### src/rtl/vibrometer_axis_pkg.sv
// rtl/vibrometer_axis_pkg.sv - shared types, constants and round-robin helper for the AXI-Stream scheduler
// Contents:
//   state_t            scheduler FSM states (IDLE, GRANT)
//   LOG_THROTTLE_WIDTH width of the throttler exponent
//   MAX_SOURCES        largest source count rr_next supports
//   rr_next()          round-robin winner: first valid source above 'last', wrapping at n
package vibrometer_axis_pkg;

  typedef enum logic [0:0] {
    IDLE  = 1'b0,
    GRANT = 1'b1
  } state_t;

  localparam int LOG_THROTTLE_WIDTH = 5;
  localparam int MAX_SOURCES        = 8;

  // Scans last+1, last+2, ... last+n (mod n). The loop runs from the far end
  // back towards last+1 so the nearest valid source is the final assignment.
  // Returns 'last' unchanged when nothing is valid; callers gate on any-valid.
  function automatic logic [2:0] rr_next(input logic [MAX_SOURCES-1:0] valid,
                                         input logic [2:0]             last,
                                         input int                     n);
    logic [2:0] win;
    logic [3:0] idx;
    win = last;
    for (int k = MAX_SOURCES; k >= 1; k--) begin
      if (k <= n) begin
        idx = {1'b0, last} + 4'(k);
        // last < n and k <= n, so one subtraction is enough to wrap
        if (idx >= 4'(n)) idx = idx - 4'(n);
        if (valid[idx[2:0]]) win = idx[2:0];
      end
    end
    return win;
  endfunction

endpackage

### src/rtl/axis_stream_scheduler_rr_arbiter.sv
// rtl/axis_stream_scheduler_rr_arbiter.sv - round-robin selector with registered grant
// Ports:
//   clk, rst_n  clock, asynchronous active-low reset
//   req         per-source request vector
//   last        index of the most recently served source
//   load        capture the round-robin winner into grant this cycle
//   any_req     combinational OR of req
//   grant       registered winner index (0 after reset)
module rr_arbiter
  import vibrometer_axis_pkg::*;
#(
  parameter int NUM_SOURCES = 2,
  parameter int IDW         = $clog2(NUM_SOURCES)
) (
  input  logic                   clk,
  input  logic                   rst_n,
  input  logic [NUM_SOURCES-1:0] req,
  input  logic [IDW-1:0]         last,
  input  logic                   load,
  output logic                   any_req,
  output logic [IDW-1:0]         grant
);

  logic [MAX_SOURCES-1:0] req_ext;
  logic [IDW-1:0]         next_grant;

  always_comb begin
    req_ext                  = '0;
    req_ext[NUM_SOURCES-1:0] = req;
    next_grant               = IDW'(rr_next(req_ext, 3'(last), NUM_SOURCES));
  end

  assign any_req = |req;

  always_ff @(posedge clk or negedge rst_n) begin
    if (!rst_n) begin
      grant <= '0;
    end else if (load) begin
      grant <= next_grant;
    end
  end

endmodule

### src/rtl/axis_stream_scheduler.sv
// rtl/axis_stream_scheduler.sv - round-robin burst scheduler sharing one throttled AXI-Stream path
// Ports:
//   aclk, aresetn     clock, asynchronous active-low reset
//   log_throttle_req  requested throttle exponent from the register bank
//   log_throttle      exponent driven to the throttler, updated only while IDLE
//   S_AXIS_*          NUM_SOURCES slave streams, source i data at [i*W +: W]
//   M_AXIS_*          master stream to the throttler; tuser = source id,
//                     tlast marks the final beat of a burst
//   busy              high while a source holds the grant
module axis_stream_scheduler
  import vibrometer_axis_pkg::*;
#(
  parameter int AXIS_TDATA_WIDTH = 32,
  parameter int NUM_SOURCES      = 2,
  parameter int BURST_LENGTH     = 8,
  parameter int TIMEOUT_CYCLES   = 16
) (
  input  logic                                  aclk,
  input  logic                                  aresetn,
  input  logic [LOG_THROTTLE_WIDTH-1:0]         log_throttle_req,
  output logic [LOG_THROTTLE_WIDTH-1:0]         log_throttle,
  input  logic [NUM_SOURCES-1:0]                S_AXIS_tvalid,
  input  logic [NUM_SOURCES*AXIS_TDATA_WIDTH-1:0] S_AXIS_tdata,
  output logic [NUM_SOURCES-1:0]                S_AXIS_tready,
  output logic                                  M_AXIS_tvalid,
  output logic [AXIS_TDATA_WIDTH-1:0]           M_AXIS_tdata,
  input  logic                                  M_AXIS_tready,
  output logic [$clog2(NUM_SOURCES)-1:0]        M_AXIS_tuser,
  output logic                                  M_AXIS_tlast,
  output logic                                  busy
);

  localparam int IDW    = $clog2(NUM_SOURCES);
  localparam int BEAT_W = $clog2(BURST_LENGTH + 1);
  localparam int TO_W   = $clog2(TIMEOUT_CYCLES + 1);

  localparam logic [BEAT_W-1:0] BEAT_LAST = BEAT_W'(BURST_LENGTH - 1);
  localparam logic [TO_W-1:0]   TO_LAST   = TO_W'(TIMEOUT_CYCLES - 1);

  state_t            state;
  logic [IDW-1:0]    last_ptr;
  logic [IDW-1:0]    grant;
  logic [BEAT_W-1:0] beat_cnt;
  logic [TO_W-1:0]   to_cnt;
  logic              any_req;
  logic              arb_load;
  logic              g_valid;
  logic              hs;

  // Grant is captured on the same edge that moves IDLE -> GRANT, which is
  // what gives the single bubble cycle per burst.
  assign arb_load = (state == IDLE) && any_req;

  rr_arbiter #(
    .NUM_SOURCES (NUM_SOURCES),
    .IDW         (IDW)
  ) u_arb (
    .clk     (aclk),
    .rst_n   (aresetn),
    .req     (S_AXIS_tvalid),
    .last    (last_ptr),
    .load    (arb_load),
    .any_req (any_req),
    .grant   (grant)
  );

  assign g_valid = S_AXIS_tvalid[grant];
  assign hs      = M_AXIS_tvalid && M_AXIS_tready;
  assign busy    = (state == GRANT);

  // Pass-through mux; everything facing the streams is zero outside GRANT.
  always_comb begin
    M_AXIS_tvalid = 1'b0;
    M_AXIS_tdata  = '0;
    M_AXIS_tuser  = '0;
    M_AXIS_tlast  = 1'b0;
    S_AXIS_tready = '0;
    if (state == GRANT) begin
      M_AXIS_tvalid        = g_valid;
      M_AXIS_tdata         = S_AXIS_tdata[grant*AXIS_TDATA_WIDTH +: AXIS_TDATA_WIDTH];
      M_AXIS_tuser         = grant;
      M_AXIS_tlast         = (beat_cnt == BEAT_LAST);
      S_AXIS_tready[grant] = M_AXIS_tready;
    end
  end

  always_ff @(posedge aclk or negedge aresetn) begin
    if (!aresetn) begin
      state        <= IDLE;
      last_ptr     <= IDW'(NUM_SOURCES - 1);
      beat_cnt     <= '0;
      to_cnt       <= '0;
      log_throttle <= '0;
    end else begin
      case (state)
        IDLE: begin
          // Only place the exponent may change, so a burst never sees two ratios.
          log_throttle <= log_throttle_req;
          beat_cnt     <= '0;
          to_cnt       <= '0;
          if (any_req) state <= GRANT;
        end
        GRANT: begin
          if (hs) begin
            to_cnt <= '0;
            if (M_AXIS_tlast) begin
              last_ptr <= grant;
              beat_cnt <= '0;
              state    <= IDLE;
            end else begin
              beat_cnt <= beat_cnt + BEAT_W'(1);
            end
          end else if (!g_valid) begin
            // Only an idle source counts toward revocation; downstream
            // back-pressure with tvalid high never does.
            if (to_cnt == TO_LAST) begin
              last_ptr <= grant;
              beat_cnt <= '0;
              to_cnt   <= '0;
              state    <= IDLE;
            end else begin
              to_cnt <= to_cnt + TO_W'(1);
            end
          end else begin
            to_cnt <= '0;
          end
        end
        default: state <= IDLE;
      endcase
    end
  end

endmodule
### config.mk
export PLATFORM = sky130hd
export DESIGN_NAME = axis_stream_scheduler
export DESIGN_NICKNAME = d
export VERILOG_FILES = /design/src/rtl/vibrometer_axis_pkg.sv /design/src/rtl/axis_stream_scheduler_rr_arbiter.sv /design/src/rtl/axis_stream_scheduler.sv
export SDC_FILE = /design/constraint.sdc
export NUM_CORES = 1
export LEC_CHECK = 0
export ABC_AREA = 1
export CAP_MARGIN = 10
export CORE_MARGIN = 2
export CORE_UTILIZATION = 28
export CTS_CLUSTER_SIZE = 8
export DETAILED_ROUTE_END_ITERATION = 8
export PLACE_DENSITY = 0.86
export SLEW_MARGIN = 30
export SYNTH_ARGS = -nofsm -noshare
export SYNTH_HDL_FRONTEND = slang
export SYNTH_HIERARCHICAL = 1
export SYNTH_SLANG_ARGS = --single-unit
### constraint.sdc
create_clock -name aclk -period 1.2 [get_ports aclk]
set_input_delay 0.24 -clock aclk [delete_from_list [all_inputs] [get_ports aclk]]
set_output_delay 0.24 -clock aclk [all_outputs]
set_load 0.005 [all_outputs]
; ---- Word-level counts from Yosys, hierarchy flattened
; Cells that the tools add are included.
; Widths: inputs -> output; s select.
[totals]
register_bits = 17
latch_bits = 0
ram_bits = 0
mem_bits_ro = 0
in_bits = 74
elab_cells = 70
n_memories = 0
[op_classes]
addsub = 6
mul = 0
div_mod_pow = 0
n_lt_le_gt_ge = 6
n_eq_ne = 6
shift = 1
muxes = 36
bitwise_logic = 2
n_reduce_logical = 7
[op_table]
columns = op, count
row1 = $shiftx 64x7->32, 1
row2 = $mux 32, 1
row3 = $mux 1, 19
row4 = $mux 4, 4
row5 = $mux 5, 3
row6 = $pmux 5 s2, 1
row7 = $ge 4x2->1 const B, 2
row8 = $lt 3x4->1 const B, 2
row9 = $pmux 4 s2, 1
row10 = $bmux 1 s3, 2
row11 = $mux 3, 2
row12 = $sub 3x2->3 const B, 2
row13 = $add 5x1->5 const B, 1
row14 = $eq 5x4->1 const B, 1
row15 = $add 4x1->4 const B, 1
row16 = $eq 4x3->1 const B, 1
row17 = $reduce_and 4->1, 1
row18 = $add 1x2->3 const B, 1
row19 = $logic_and 1x1->1, 3
row20 = $ne 3x1->1 const B, 1
row21 = $ne 3x2->1 const B, 1
row22 = $add 1x1->2 const B, 1
row23 = $and 2x2->2, 1
row24 = $lt 1x2->1 const B, 1
row25 = other kinds (10), 10

; ---- Depth between registers and ports, before layout
[logic_depth]
ltp_word = 7
depth_mapped = 8
mapped_depth_nobuf = 8

; ---- By module
; Netlist, hierarchy kept.
[modules_own_cells]
columns = module, instances, cells_each, area_per_inst_um2, seq_area_each_um2
row1 = axis_stream_scheduler, 1, 204, 1244.9, 401.6
row2 = rr_arbiter, 1, 10, 62.6, 25.0

; ---- Least setup slack after synthesis
; Ideal clock, no wire load.
[synth_timing]
path_type = register to output
from = register u_arb.grant
to = output port M_AXIS_tdata[11]
arrival_ps = 980
t_required_ps = 960
path_slack_ps = -20
path_stages_with_launch = 5
n_path_buf = 1
cell_sequence = dfrtp_1 inv_2 clkbuf_1 nand3_1 nand2_1
[synth_between]
elab_chain_len = 2
[synth_lines]
columns = item, line
row1 = start: declaration, axis_stream_scheduler_rr_arbiter.sv:21  ; output logic [IDW-1:0] grant
row2 = start signal: assignment, axis_stream_scheduler_rr_arbiter.sv:39  ; grant <= next_grant;
row3 = $shiftx 64x7->32, axis_stream_scheduler.sv:80  ; M_AXIS_tdata = S_AXIS_tdata[grant*AXIS_TDATA_WIDTH +: AXIS_TDATA_WIDTH];
row4 = $mux 32, axis_stream_scheduler.sv:78  ; if (state == GRANT) begin
row5 = end: declaration, axis_stream_scheduler.sv:26  ; output logic [AXIS_TDATA_WIDTH-1:0] M_AXIS_tdata,
; No other way between the ends.

; ---- Worst setup path after layout
[layout_timing]
from = register u_arb.grant
to = output port M_AXIS_tdata[10]
; The elaborated chain is that of the path after synthesis.

==> metrics.md <==
| Metric | Value |
|---|---|
| Area of the multi-input gates | `approximately 1000 um^2` |
| Switching pwr | `approximately 2.5 mW` |
| Crit share post-route | `1.38` |
| Cell Area, Synth | `1310 um^2` |
| Comb power frac | `0.781` |
| Io pins | `approximately 120` |
| Final min period | `1.65 ns` |
| TritonCTS Buffers | `3` |
| Clk pwr share | `0.071` |
| Seq pwr share | `0.148` |
| Clock sink count | `17` |
| # diodes | `0` |
| Overall Power | `between 6 and 7 mW` |
| Synth warn | `6` |
| Routed WL | `just over 6000 um` |
| CP startpoint kind | `register` |
| Int Power | `approximately 3.6 mW` |
| H-tree depth | `1` |
| Fin cells | `roughly 420` |
| Share of cells above drive strength 1 | `0.423` |
| Via Count | `~2000` |
| Failing checks | `negative setup slack` |
| First-pass GRT wire length | `9270 um` |
| Post-synthesis cell type count | `25` |
| Setup crit end kind | `output port` |
| Worst path cell trace | `buf_6 -> nand2_4 -> inv_4 -> bufbuf_16 -> nand2_2 -> nand2_1 -> buf_2` |
| GPL Wtd Cong | `between 0.8 and 0.9` |
| Core ar. | `4410 um^2` |
| Clock skew | `0.00619 ns` |
| Worst path slowest cell | `dfrtp_1` |
| Synth Register Bits | `17` |
| Sw frac | `0.413` |
| Syn Area/Cell | `slightly above 6 um^2` |
| Filler cells | `between 300 and 400` |
| Status | `finished, violations left` |
| IO Port Bufs | `approximately 120` |
| Final WS setup | `-0.452 ns` |
| Register area | `427 um^2` |
| Skew-Pair Late Insertion Delay | `~0.25 ns` |
| Starting Density | `0.296` |
| Max FO, Critical Path | `8` |
| # DRC | `0` |
| Slew margin rel. | `0.848` |
| Reg2reg start | `u_arb/grant` |
| Largest net degree at the start of global routing | `18` |
| Total gr overflow | `0` |
| Root buffer cell | `clkbuf_8` |
| Die width | `72.3 um` |
| ANT nets after route | `0` |
| Hold crit path type | `in -> async` |
| Final nets | `~450` |
| GRT Total Usage | `0.222` |
| Drt pass-1 iters | `6` |
| P per Cell Area | `1950 nW/um^2` |
| Kind of critical path | `reg -> out` |
| Layout area overhead | `142%` |
| DP HPWL | `around 4000 um` |
| Worst Path Arrival | `approximately 1.4 ns` |
| Die Y | `roughly 72 um` |
| RSZ-0062 raised after global routing | `yes` |
| Fin. Hold Viols | `0` |
| Post-Syn Nets | `290` |
| Max Buffers Root-to-Sink | `2` |
| Cells after DPL | `slightly below 400` |
| Die area | `~5200 um^2` |
| Critical Path Source | `u_arb/grant` |
| Max_cap viols | `0` |
| DR vias/cell | `4.69` |
| TritonCTS clock tree | `built` |
| Maximum vdd ir drop | `approximately 1100 uV` |
| Sequential area share after synthesis | `0.326` |
| Hold Slack | `0.304 ns` |
| CTS Hold Bufs | `0` |
| CP max stage delay | `roughly 0.41 ns` |
| Site row count | `24` |
| Post-Synthesis Cells | `between 200 and 250` |
| Required time of the critical path | `0.96 ns` |
| CTS clk-pin slew, worst paths | `approximately 0.070 ns` |
| Max Freq | `0.605 GHz` |
| Slew Limit Fails | `0` |
| Drt first-iter violations | `53` |
| Vias in the first global route | `~2000` |
| Initial antenna violation count | `0` |
| Wire per inst | `14.6 um` |
| Pleak | `1.67 nW` |
| Setup violators final | `between 40 and 50` |
| Worst-margin pin slew | `~0.23 ns` |
power groups by stage:
stage / Clock [mW] / Sequential, mW / Combinational, mW
finish: 0.435 / 0.914 / 4.82
CTS: 0.446 / 0.907 / 4.25
floorplan: 0 / 0.935 / 1.40
detailed placement: 0 / 0.918 / 3.61
global route: 0.472 / 0.932 / 5.17
global placement: 0 / 0.910 / 3.54
layout make-up:
class | instances | share of cell area
multi-input combinational | 174 | 0.327
clock inverter | 1 | 0.00237
sequential | 17 | 0.135
timing repair buffer | 162 | 0.481
tap | 52 | 0.0205
clock buffer | 3 | 0.0130
inverter | 12 | 0.0213
routing by layer:
layer	vias to the layer above	share of wire	track usage
met5	-	0	0
li1	987	-	-
met3	4	0.095	0.0458
met2	81	0.56	0.461
met1	901	0.34	0.224
met4	0	0.0068	0.0398
synthesized netlist by cell type, drive strengths merged:
| cell | count | share of area |
|---|---|---|
| nand2 | 110 | 0.33 |
| nand3 | 39 | 0.15 |
| dfrtp | 16 | 0.31 |
| inv | 12 | 0.034 |
| nor2 | 10 | 0.034 |
| buf | 9 | 0.033 |
| o21ai | 3 | 0.014 |
| a21oi | 2 | 0.0077 |
| clkbuf | 2 | 0.0057 |
| ha | 2 | 0.019 |
| nor3 | 2 | 0.011 |
| or2 | 2 | 0.0096 |
| xor2 | 2 | 0.013 |
| and3 | 1 | 0.0048 |
| dfstp | 1 | 0.020 |
| o21bai | 1 | 0.0086 |
registers in the layout, summed over array words and instances, names as in the netlist:
register,cells
log_throttle,5
u_arb/grant,1
last_ptr,1
busy,1
beat_cnt,4
to_cnt,5
layout by cell type, fill, tap and decap left out, types with 2 or more instances in the layout:
master           instances
nand2_4                 15
buf_2                   34
nor2_1                   5
buf_8                    2
nor2_4                   4
buf_12                   3
dfrtp_1                 16
buf_4                   23
o21ai_2                  2
xor2_1                   2
buf_6                   17
dlygate4sd2_1            7
nand2_1                 63
nand3_1                 38
clkbuf_8                 3
inv_1                    5
nand2_2                 32
buf_16                   3
clkdlybuf4s50_1         71
ha_1                     2
inv_2                    4
what timing repair did:
| item | CTS | global route |
|---|---|---|
| pin swaps | 10 | 10 |
| gates cloned | 4 | 0 |
| buffers inserted | 15 | 5 |
| resized for setup | 215 | 51 |
| setup endpoints to repair | 53 | 50 |
kinds of logic (layout without fill, tap and decap cells):
| family | count (synthesis) | in the layout | synth area share |
|---|---|---|---|
| compound gates | 6 | 6 | 0.0306 |
| buf+inv | 23 | 178 | 0.0737 |
| fa+ha+maj | 2 | 2 | 0.0191 |
| simple gates | 164 | 164 | 0.537 |
| xor+xnor | 2 | 2 | 0.0134 |
| flops | 17 | 17 | 0.326 |
worst max-delay path, delay by kind of cell (launching register included):
kind          cells  cell delay (ns)
flops             1             0.41
buf+inv           4             0.58
simple gates      3             0.17
metrics by stage:
stage	util	TNS, ns	area [um^2]	setup WS [ns]
2_1_floorplan	-	-0.390	1310	-0.0195
3_3_place_gp	0.611	-18.76	2700	-0.595
3_5_place_dp	0.611	-19.17	2700	-0.592
4_1_cts	0.671	-14.68	2960	-0.415
5_1_grt	0.718	-19.75	3170	-0.515
6_report	0.718	-16.75	3170	-0.452
final timing paths:
kind	endpoint	slack [ns]	cells past startpoint
worst max-delay path	M_AXIS_tdata[10]	-0.45	7
worst min-delay path	beat_cnt[0]	0.30	2
worst max register to register	last_ptr	-0.26	11
worst min register to register	log_throttle[0]	0.48	2
max in group asynchronous	last_ptr	0.64	2
min in group aclk	u_arb/grant	0.45	5
Power figures use the tool's default switching activity.
